**src/rtl/down_count_pkg.sv**
```systemverilog
// Shared types and helpers for the down-counter and its monitor.
package down_count_pkg;

  typedef enum logic [1:0] {
    ST_EMPTY  = 2'd0,
    ST_ACQ    = 2'd1,
    ST_LOCKED = 2'd2
  } state_t;

  localparam int DEFAULT_WIDTH = 4;

  function automatic logic [DEFAULT_WIDTH-1:0] next_down(input logic [DEFAULT_WIDTH-1:0] x);
    return x - 4'd1;
  endfunction

endpackage

```
**src/rtl/down_count_monitor_sat_counter.sv**
```systemverilog
// Saturating event counter with synchronous clear; INC_WINS selects whether an
// increment coincident with clr leaves the count at 1 instead of 0.
module sat_counter #(
  parameter int W        = 8,
  parameter bit INC_WINS = 1'b0
) (
  input  logic         clk,
  input  logic         rst,
  input  logic         clr,
  input  logic         inc,
  output logic [W-1:0] cnt
);

  localparam logic [W-1:0] MAX = {W{1'b1}};

  // count register: clear, saturating increment
  always_ff @(posedge clk or negedge rst) begin
    if (!rst) begin
      cnt <= '0;
    end else if (clr) begin
      cnt <= (INC_WINS && inc) ? W'(1) : '0;
    end else if (inc && (cnt != MAX)) begin
      cnt <= cnt + W'(1);
    end else begin
      cnt <= cnt;
    end
  end

endmodule

```
**src/rtl/down_count_monitor.sv**
```systemverilog
// Watches a free-running down counter, locks onto a consistent sequence and
// reports wraps and sequence faults. DOWN_COUNT_MON_ERRCNT_EN adds err_cnt.
module down_count_monitor
  import down_count_pkg::*;
#(
  parameter int WIDTH  = DEFAULT_WIDTH,
  parameter int WRAP_W = 8,
  parameter int LOCK_N = 2
) (
  input  logic              clk,
  input  logic              rst,
  input  logic [WIDTH-1:0]  count_in,
  input  logic              clr,
  output logic              locked,
  output logic              wrap_pulse,
  output logic [WRAP_W-1:0] wrap_cnt,
  output logic              err,
  output logic              err_pulse
`ifdef DOWN_COUNT_MON_ERRCNT_EN
  ,
  output logic [7:0]        err_cnt
`endif
);

  localparam logic [WIDTH-1:0] ONE      = WIDTH'(1);
  localparam logic [WIDTH-1:0] ALL_ONES = {WIDTH{1'b1}};
  localparam logic [3:0]       LOCK_V   = 4'(LOCK_N);

  state_t           state_r, state_nxt_s;
  logic [3:0]       run_r, run_nxt_s, run_inc_s;
  logic [WIDTH-1:0] prev_r;
  logic             step_ok_s, fault_s, wrap_s;

  // borrow out of the WIDTH-bit subtraction is dropped, so 0 -> all-ones is a good step
  assign step_ok_s = (count_in == (prev_r - ONE));
  assign run_inc_s = run_r + 4'd1;

  // state, run length and previous sample
  always_ff @(posedge clk or negedge rst) begin
    if (!rst) begin
      state_r <= ST_EMPTY;
      run_r   <= 4'd0;
      prev_r  <= '0;
    end else begin
      state_r <= state_nxt_s;
      run_r   <= run_nxt_s;
      prev_r  <= count_in;
    end
  end

  // next-state logic
  always_comb begin
    state_nxt_s = state_r;
    run_nxt_s   = run_r;
    case (state_r)
      ST_EMPTY: begin
        state_nxt_s = ST_ACQ;
        run_nxt_s   = 4'd0;
      end
      ST_ACQ: begin
        if (step_ok_s) begin
          run_nxt_s = run_inc_s;
          if (run_inc_s >= LOCK_V) begin
            state_nxt_s = ST_LOCKED;
          end else begin
            state_nxt_s = ST_ACQ;
          end
        end else begin
          run_nxt_s   = 4'd0;
          state_nxt_s = ST_ACQ;
        end
      end
      ST_LOCKED: begin
        if (step_ok_s) begin
          state_nxt_s = ST_LOCKED;
        end else begin
          state_nxt_s = ST_ACQ;
          run_nxt_s   = 4'd0;
        end
      end
      default: begin
        state_nxt_s = ST_EMPTY;
        run_nxt_s   = 4'd0;
      end
    endcase
  end

  // event decode; a fresh sample in EMPTY is never checked
  always_comb begin
    fault_s = 1'b0;
    wrap_s  = 1'b0;
    case (state_r)
      ST_EMPTY: begin
        fault_s = 1'b0;
        wrap_s  = 1'b0;
      end
      ST_ACQ: begin
        fault_s = 1'b0;
        wrap_s  = (prev_r == '0) && (count_in == ALL_ONES);
      end
      ST_LOCKED: begin
        fault_s = !step_ok_s;
        wrap_s  = (prev_r == '0) && (count_in == ALL_ONES);
      end
      default: begin
        fault_s = 1'b0;
        wrap_s  = 1'b0;
      end
    endcase
  end

  // registered outputs; a new fault overrides clr on err
  always_ff @(posedge clk or negedge rst) begin
    if (!rst) begin
      locked     <= 1'b0;
      wrap_pulse <= 1'b0;
      err_pulse  <= 1'b0;
      err        <= 1'b0;
    end else begin
      locked     <= (state_nxt_s == ST_LOCKED);
      wrap_pulse <= wrap_s;
      err_pulse  <= fault_s;
      if (fault_s) begin
        err <= 1'b1;
      end else if (clr) begin
        err <= 1'b0;
      end else begin
        err <= err;
      end
    end
  end

  sat_counter #(.W(WRAP_W), .INC_WINS(1'b0)) u_wrap_cnt (
    .clk (clk),
    .rst (rst),
    .clr (clr),
    .inc (wrap_s),
    .cnt (wrap_cnt)
  );

`ifdef DOWN_COUNT_MON_ERRCNT_EN
  sat_counter #(.W(8), .INC_WINS(1'b1)) u_err_cnt (
    .clk (clk),
    .rst (rst),
    .clr (clr),
    .inc (fault_s),
    .cnt (err_cnt)
  );
`endif

endmodule

```
**config.mk**
```make
export PLATFORM = sky130hd
export DESIGN_NAME = down_count_monitor
export DESIGN_NICKNAME = d
export VERILOG_FILES = /design/src/rtl/down_count_pkg.sv /design/src/rtl/down_count_monitor_sat_counter.sv /design/src/rtl/down_count_monitor.sv
export SDC_FILE = /design/constraint.sdc
export NUM_CORES = 1
export LEC_CHECK = 0
export ABC_AREA = 1
export CAP_MARGIN = 20
export CORE_ASPECT_RATIO = 0.8
export CORE_UTILIZATION = 50
export DETAILED_ROUTE_END_ITERATION = 12
export GPL_ROUTABILITY_DRIVEN = 0
export HOLD_SLACK_MARGIN = 0.03
export PLACE_DENSITY = 0.83
export REMOVE_ABC_BUFFERS = 1
export SLEW_MARGIN = 20
export SYNTH_ARGS = -nofsm -noshare
export SYNTH_HDL_FRONTEND = slang
export SYNTH_SLANG_ARGS = --single-unit
export TNS_END_PERCENT = 1
```
**constraint.sdc**
```tcl
create_clock -name clk -period 1.8 [get_ports clk]
set_clock_uncertainty 0.15 [all_clocks]
set_input_delay 0.36 -clock clk [delete_from_list [all_inputs] [get_ports clk]]
set_output_delay 0.36 -clock clk [all_outputs]
set_load 0.05 [all_outputs]
```
==> impl_metrics.toml, run 1 <==
[run_status]
status = "finished, violations left"
violations = "negative setup slack"

[sta]
setup_viol = 1
hold_viol = 0
finalCriticalPeriod_ps = 1830
finalCritPeriodShare_pct = 101
clock.fmax_mhz = 548
rsz0062_at_grt = "yes"
finalSetupTns_ps = -26.3
finalWorstSetupSlack_ps = -26.3
slew_headroom_pct = 77.1
slew_violations = 0
worstMarginPinSlew_ps = 343

[clock_network]
htree_levels = 1
cts_made_buffers = 3
cts_buffer_depth = 2
clk_pin_slew_ps = 130
insertion_delay_ps = 330
hold_buffers = 0
cts_tree = "yes"
cts_root_buf = "clkbuf_4"
clock_sinks = 22

[power_and_ir_drop]
p_per_area_nw_per_um2 = 689
p_leak_nw = 0.915
vdd_drop_max_uv = 717
power_mw = 1.23

[final_layout]
final_util_pct = 71.7
num-nets-final = 215
antenna_cells = 0
area_growth_pct = 33.5
drive_above_1_share_pct = 25.8
fillCellCount = 201
final_area_um2 = 1780

[logic_synthesis]
synth_top_area_cell = "dfrtp_1"
synth-seq-cells = 22
syn_inst = 167
synth_top_family_by_area = "simple AND/OR/NAND/NOR gates"
synthDistinctLibCells = 23
synth_fa_ha_area_share_pct = 8.44
synth-seq-area-share_pct = 41.3
yosys.area_share.simple_pct = 32.7
muxShareOfSynthArea_pct = 0
yosys.area_share.xor_xnor_pct = 5.25
yosys-top-cells-area = "dfrtp_1 41%, nand2_1 12%, ha_1 8.4%"
synth_compound_area_share_pct = 4.69
yosys_warnings = 0
synth_area_um2 = 1330
synth.top_cell.area_share_pct = 41.3
syn_area_per_cell_um2 = 7.99

[placement]
dp_slack_ps = -174
placed_cell_area_um2 = 1670
hpwlAfterDp_um = 2060
io_buffers = 18

[drt]
met1_length_um = 1250
viasPerCell = 5.11
wl_met3_um = 121
wl_per_cell_um = 12.7
top_layer_used = "met4"
route.met2.wl_um = 1560
drt_iter0_markers = 30
drt_wl_total_um = 2980
final_antenna_net_count = 0
firstDrtPassIters = 4
drc_errors = 0
vias = 1195

[grt]
grt_max_degree = 23
overflow = 0
grt_first_pass_wirelength_um = 4170
grt.total_usage_pct = 20.7
antenna_found_initial = 0
grt_pass1_vias = 955

[setup_path]
crit_fanout = 7
critPathCaptureType = "flop"
crit_required_ps = 1900
crit_arrival_ps = 1930
reg2regPathDepth = 8
critPathLaunchType = "flop"
criticalPathCategory = "flop to flop"

[min_path]
hp-class = "input pin to asynchronous set/reset pin"

[floorplan]
dieArea_um2 = 2880
die_w_um = 59.7
start_util_pct = 53.7
rows = 16
die_height_um = 48.2
io_pins = 19
coreArea_um2 = 2480

[flow_run]
max_cap_violations = 0
==> path summary, 6_finish.rpt <==
check | start | to | slack, ps
setup / recovery | state_r[1] | u_wrap_cnt.cnt[6] | -30
hold / removal | rst | run_r[1] | 200
setup reg to reg | state_r[1] | u_wrap_cnt.cnt[6] | -30
hold reg to reg | err | err | 360
max in group asynchronous | rst | wrap_pulse | 1060
min in group clk | err | err | 360
==> flip-flops by register name (all words and copies together), names as in the netlist <==
| signal | count |
|---|---|
| wrap_pulse | 1 |
| locked | 1 |
| prev_r | 4 |
| err_pulse | 1 |
| state_r | 2 |
| u_wrap_cnt.cnt | 8 |
| err | 1 |
| run_r | 4 |
==> critical path, cell delays in order (launching register included) <==
cell and delay [ps]:
dfrtp_1 400, inv_2 70, ha_4 260, nand4_1 130, nor3_2 280, nand2_2 180
inv_2 110, nand3_1 100, o21ai_2 80
==> logic make-up (layout without fill, tap and decap cells) <==
| group | count (synthesis) | count (layout) |
|---|---|---|
| flops | 22 | 22 |
| fa+ha+maj | 9 | 9 |
| simple gates | 91 | 91 |
| buf+inv | 27 | 58 |
| compound gates | 10 | 10 |
| xor+xnor | 8 | 8 |
==> area by class of cell <==
type                            instances  area, um^2  area share [%]
Clock buffer                            3        22.5            1.26
Clock inverter                          1        30.0            1.69
Inverter                               27         101            5.69
Multi-Input combinational cell        118         726            40.8
Sequential cell                        22         551            30.9
Tap cell                               36        45.0            2.53
Timing Repair Buffer                   27         305            17.1
==> through the flow <==
step | cells | hold WS, ps
floorplan | 167 | -85.6
global placement | 228 | 319
detailed placement | 228 | 328
CTS | 232 | 206
global route | 234 | 243
finish | 234 | 199
==> timing repair <==
| action | 4_1_cts | 5_1_grt |
|---|---|---|
| setup endpoints to repair | 0 | 11 |
| buffers inserted | 0 | 2 |
| resized for setup | 0 | 10 |
| endpoints found under the hold margin | 0 | 0 |
==> synth_stat cells (all sizes together) <==
cell,instances
nor2,20
nand3,16
xor2,5
nand4,4
ha,9
clkinv,1
inv,26
dfrtp,22
a21oi,5
nand2,47
o21ai,4
nor3,3
o22ai,1
xnor2,3
nand3b,1
==> power by group <==
group          internal (mW)  switching, mW
sequential             0.513         0.0143
combinational          0.132          0.182
clock                  0.226          0.160
total                  0.871          0.356
==> cell usage in the layout, fill, tap and decap left out, types with 4 or more instances in the layout <==
cell / Yosys / final
buf_4: 0 / 14
clkdlybuf4s50_1: 0 / 6
nand2_2: 5 / 7
inv_2: 5 / 7
dfrtp_1: 22 / 22
xor2_1: 5 / 5
ha_1: 9 / 7
buf_12: 0 / 7
nand3_1: 14 / 14
a21oi_1: 4 / 4
nand2_1: 42 / 39
inv_1: 21 / 19
nor2_1: 18 / 17
nand4_1: 4 / 4
==> metal layers <==
metal | global-route usage [%] | vias to the layer above
li1 | - | 584
met1 | 25.1 | 565
met2 | 36.0 | 36
met3 | 6.37 | 10
met4 | 6.98 | 0
met5 | 0 | -
Note: power is estimated with default switching activity, not from simulation.
==> run 2: changes to the inputs <==
--- a/config.mk
+++ b/config.mk
@@ -8,11 +8,11 @@
 export ABC_AREA = 1
 export CAP_MARGIN = 20
 export CORE_ASPECT_RATIO = 0.8
-export CORE_UTILIZATION = 50
+export CORE_UTILIZATION = 25
 export DETAILED_ROUTE_END_ITERATION = 12
 export GPL_ROUTABILITY_DRIVEN = 0
 export HOLD_SLACK_MARGIN = 0.03
-export PLACE_DENSITY = 0.83
+export PLACE_DENSITY = 0.52
 export REMOVE_ABC_BUFFERS = 1
 export SLEW_MARGIN = 20
 export SYNTH_ARGS = -nofsm -noshare
==> impl_metrics.toml, run 2 (same netlist as run 1, synthesis figures left out) <==
[sta]
finalCriticalPeriod_ps = 1770
worstMarginPinSlew_ps = 364
slew_headroom_pct = 75.7
hold_viol = 0
slew_violations = 0
hold_slack_ps = 286
finalSetupTns_ps = 0
clock.fmax_mhz = 565
rsz0062_at_grt = "yes"
setup_viol = 0
finalCritPeriodShare_pct = 98.4

[final_layout]
fin_cells = 264
largest_reg_flops = 8
final_common_cell = "nand2_1"
largestRegisters = "u_wrap_cnt.cnt: 8 flops, prev_r: 4 flops, run_r: 4 flops"
area_growth_pct = 39.2
num-nets-final = 219
drive_above_1_share_pct = 28.2
regMostFlops = "u_wrap_cnt.cnt"
final_util_pct = 36.7
layout_common_cells = "37 x nand2_1, 22 x dfrtp_1, 19 x inv_1, 18 x buf_4, 17 x nor2_1"
antenna_cells = 0
final_area_um2 = 1860
fillCellCount = 530

[clock_network]
clock_sinks = 22
insertion_delay_ps = 270
htree_levels = 1
cts_buffer_depth = 2
clk_pin_slew_ps = 90
cts_root_buf = "clkbuf_8"
cts_tree = "yes"
hold_buffers = 0
cts_made_buffers = 3

[drt]
firstDrtPassIters = 4
drt_wl_total_um = 2720
viasPerCell = 4.27
final_antenna_net_count = 0
vias = 1128
wl_per_cell_um = 10.3
drt_iter0_markers = 52
drc_errors = 0

[setup_path]
criticalPathCategory = "flop to flop"
crit_fanout = 8
reg2reg_from = "state_r[0]"
crit_required_ps = 1810
reg2regPathDepth = 7
crit_arrival_ps = 1780
critPathCaptureType = "flop"
rrSetupSlack_ps = 30
critPathLaunchType = "flop"
reg2reg_to = "u_wrap_cnt.cnt[6]"

[floorplan]
die_w_um = 83.7
coreArea_um2 = 5060
die_height_um = 67.3
dieArea_um2 = 5630
io_pins = 19
rows = 23
start_util_pct = 26.3

[flow_run]
max_cap_violations = 0

[placement]
io_buffers = 18
hpwlAfterDp_um = 2050
dpl.cell_count = 257
placed_cell_area_um2 = 1720

[min_path]
hp-class = "input pin to asynchronous set/reset pin"

[grt]
overflow = 0
grt_pass1_vias = 1008
grt_first_pass_wirelength_um = 4630
grt.total_usage_pct = 10.5
grt_max_degree = 23
antenna_found_initial = 0

[power_and_ir_drop]
vdd_drop_max_uv = 396
p_leak_nw = 0.935
p_per_area_nw_per_um2 = 653

[run_status]
status = "finished clean"
-- run 2: layout make-up --
cell class              instances  area, um^2  share of cell area [%]
inverters                      27         101                    5.46
repair buffers                 31         335                    18.1
clock buffers                   4        55.1                    2.96
multi-input cells             118         737                    39.7
well taps                      62        77.6                    4.18
flip-flops and latches         22         551                    29.6
-- run 2: how the worst max path moves through the flow --
stage / start / to
after floorplan: u_wrap_cnt.cnt[1] / u_wrap_cnt.cnt[5]
after global placement: count_in[1] / u_wrap_cnt.cnt[5]
after detailed placement: count_in[1] / u_wrap_cnt.cnt[5]
after CTS: prev_r[0] / locked
after global routing: state_r[0] / u_wrap_cnt.cnt[6]
final: state_r[0] / u_wrap_cnt.cnt[6]
-- run 2: critical path, stage by stage (launching register included) --
cell and delay (ps):
dfrtp_1 390, inv_2 70, ha_4 250, nand4_1 110, nor3_2 260, nand2_2 180, nand2_4 180, o21ai_1 80
-- run 2: power breakdown --
part / leakage (nW) / internal (mW) / total, mW / switching [mW]
combinational: 0.612 / 0.141 / 0.312 / 0.171
clock: 0.0288 / 0.195 / 0.370 / 0.174
sequential: 0.294 / 0.513 / 0.532 / 0.0185
-- run 2: through the flow --
stage               power, mW  worst slack [ps]
CTS                      1.17              5.29
detailed placement      0.797              -217
global placement        0.793              -194
global route             1.29              -104
finish                   1.21              29.6
floorplan               0.717              -134
-- run 2: metal layers --
metal	share of wire (%)	global-route usage, %	wire length [um]	vias up
li1	-	-	-	596
met1	53	14.9	1440	510
met2	42	15.7	1140	20
met3	4.2	3.18	114	2
met4	0.70	2.54	19	0
met5	0	0	0	-
-- run 2: timing repair --
| action | 4_1_cts | 5_1_grt |
|---|---|---|
| pin swaps | 0 | 6 |
| cloned | 0 | 0 |
| setup buffers | 0 | 3 |
| resized for setup | 1 | 12 |
| setup endpoints to repair | 1 | 12 |
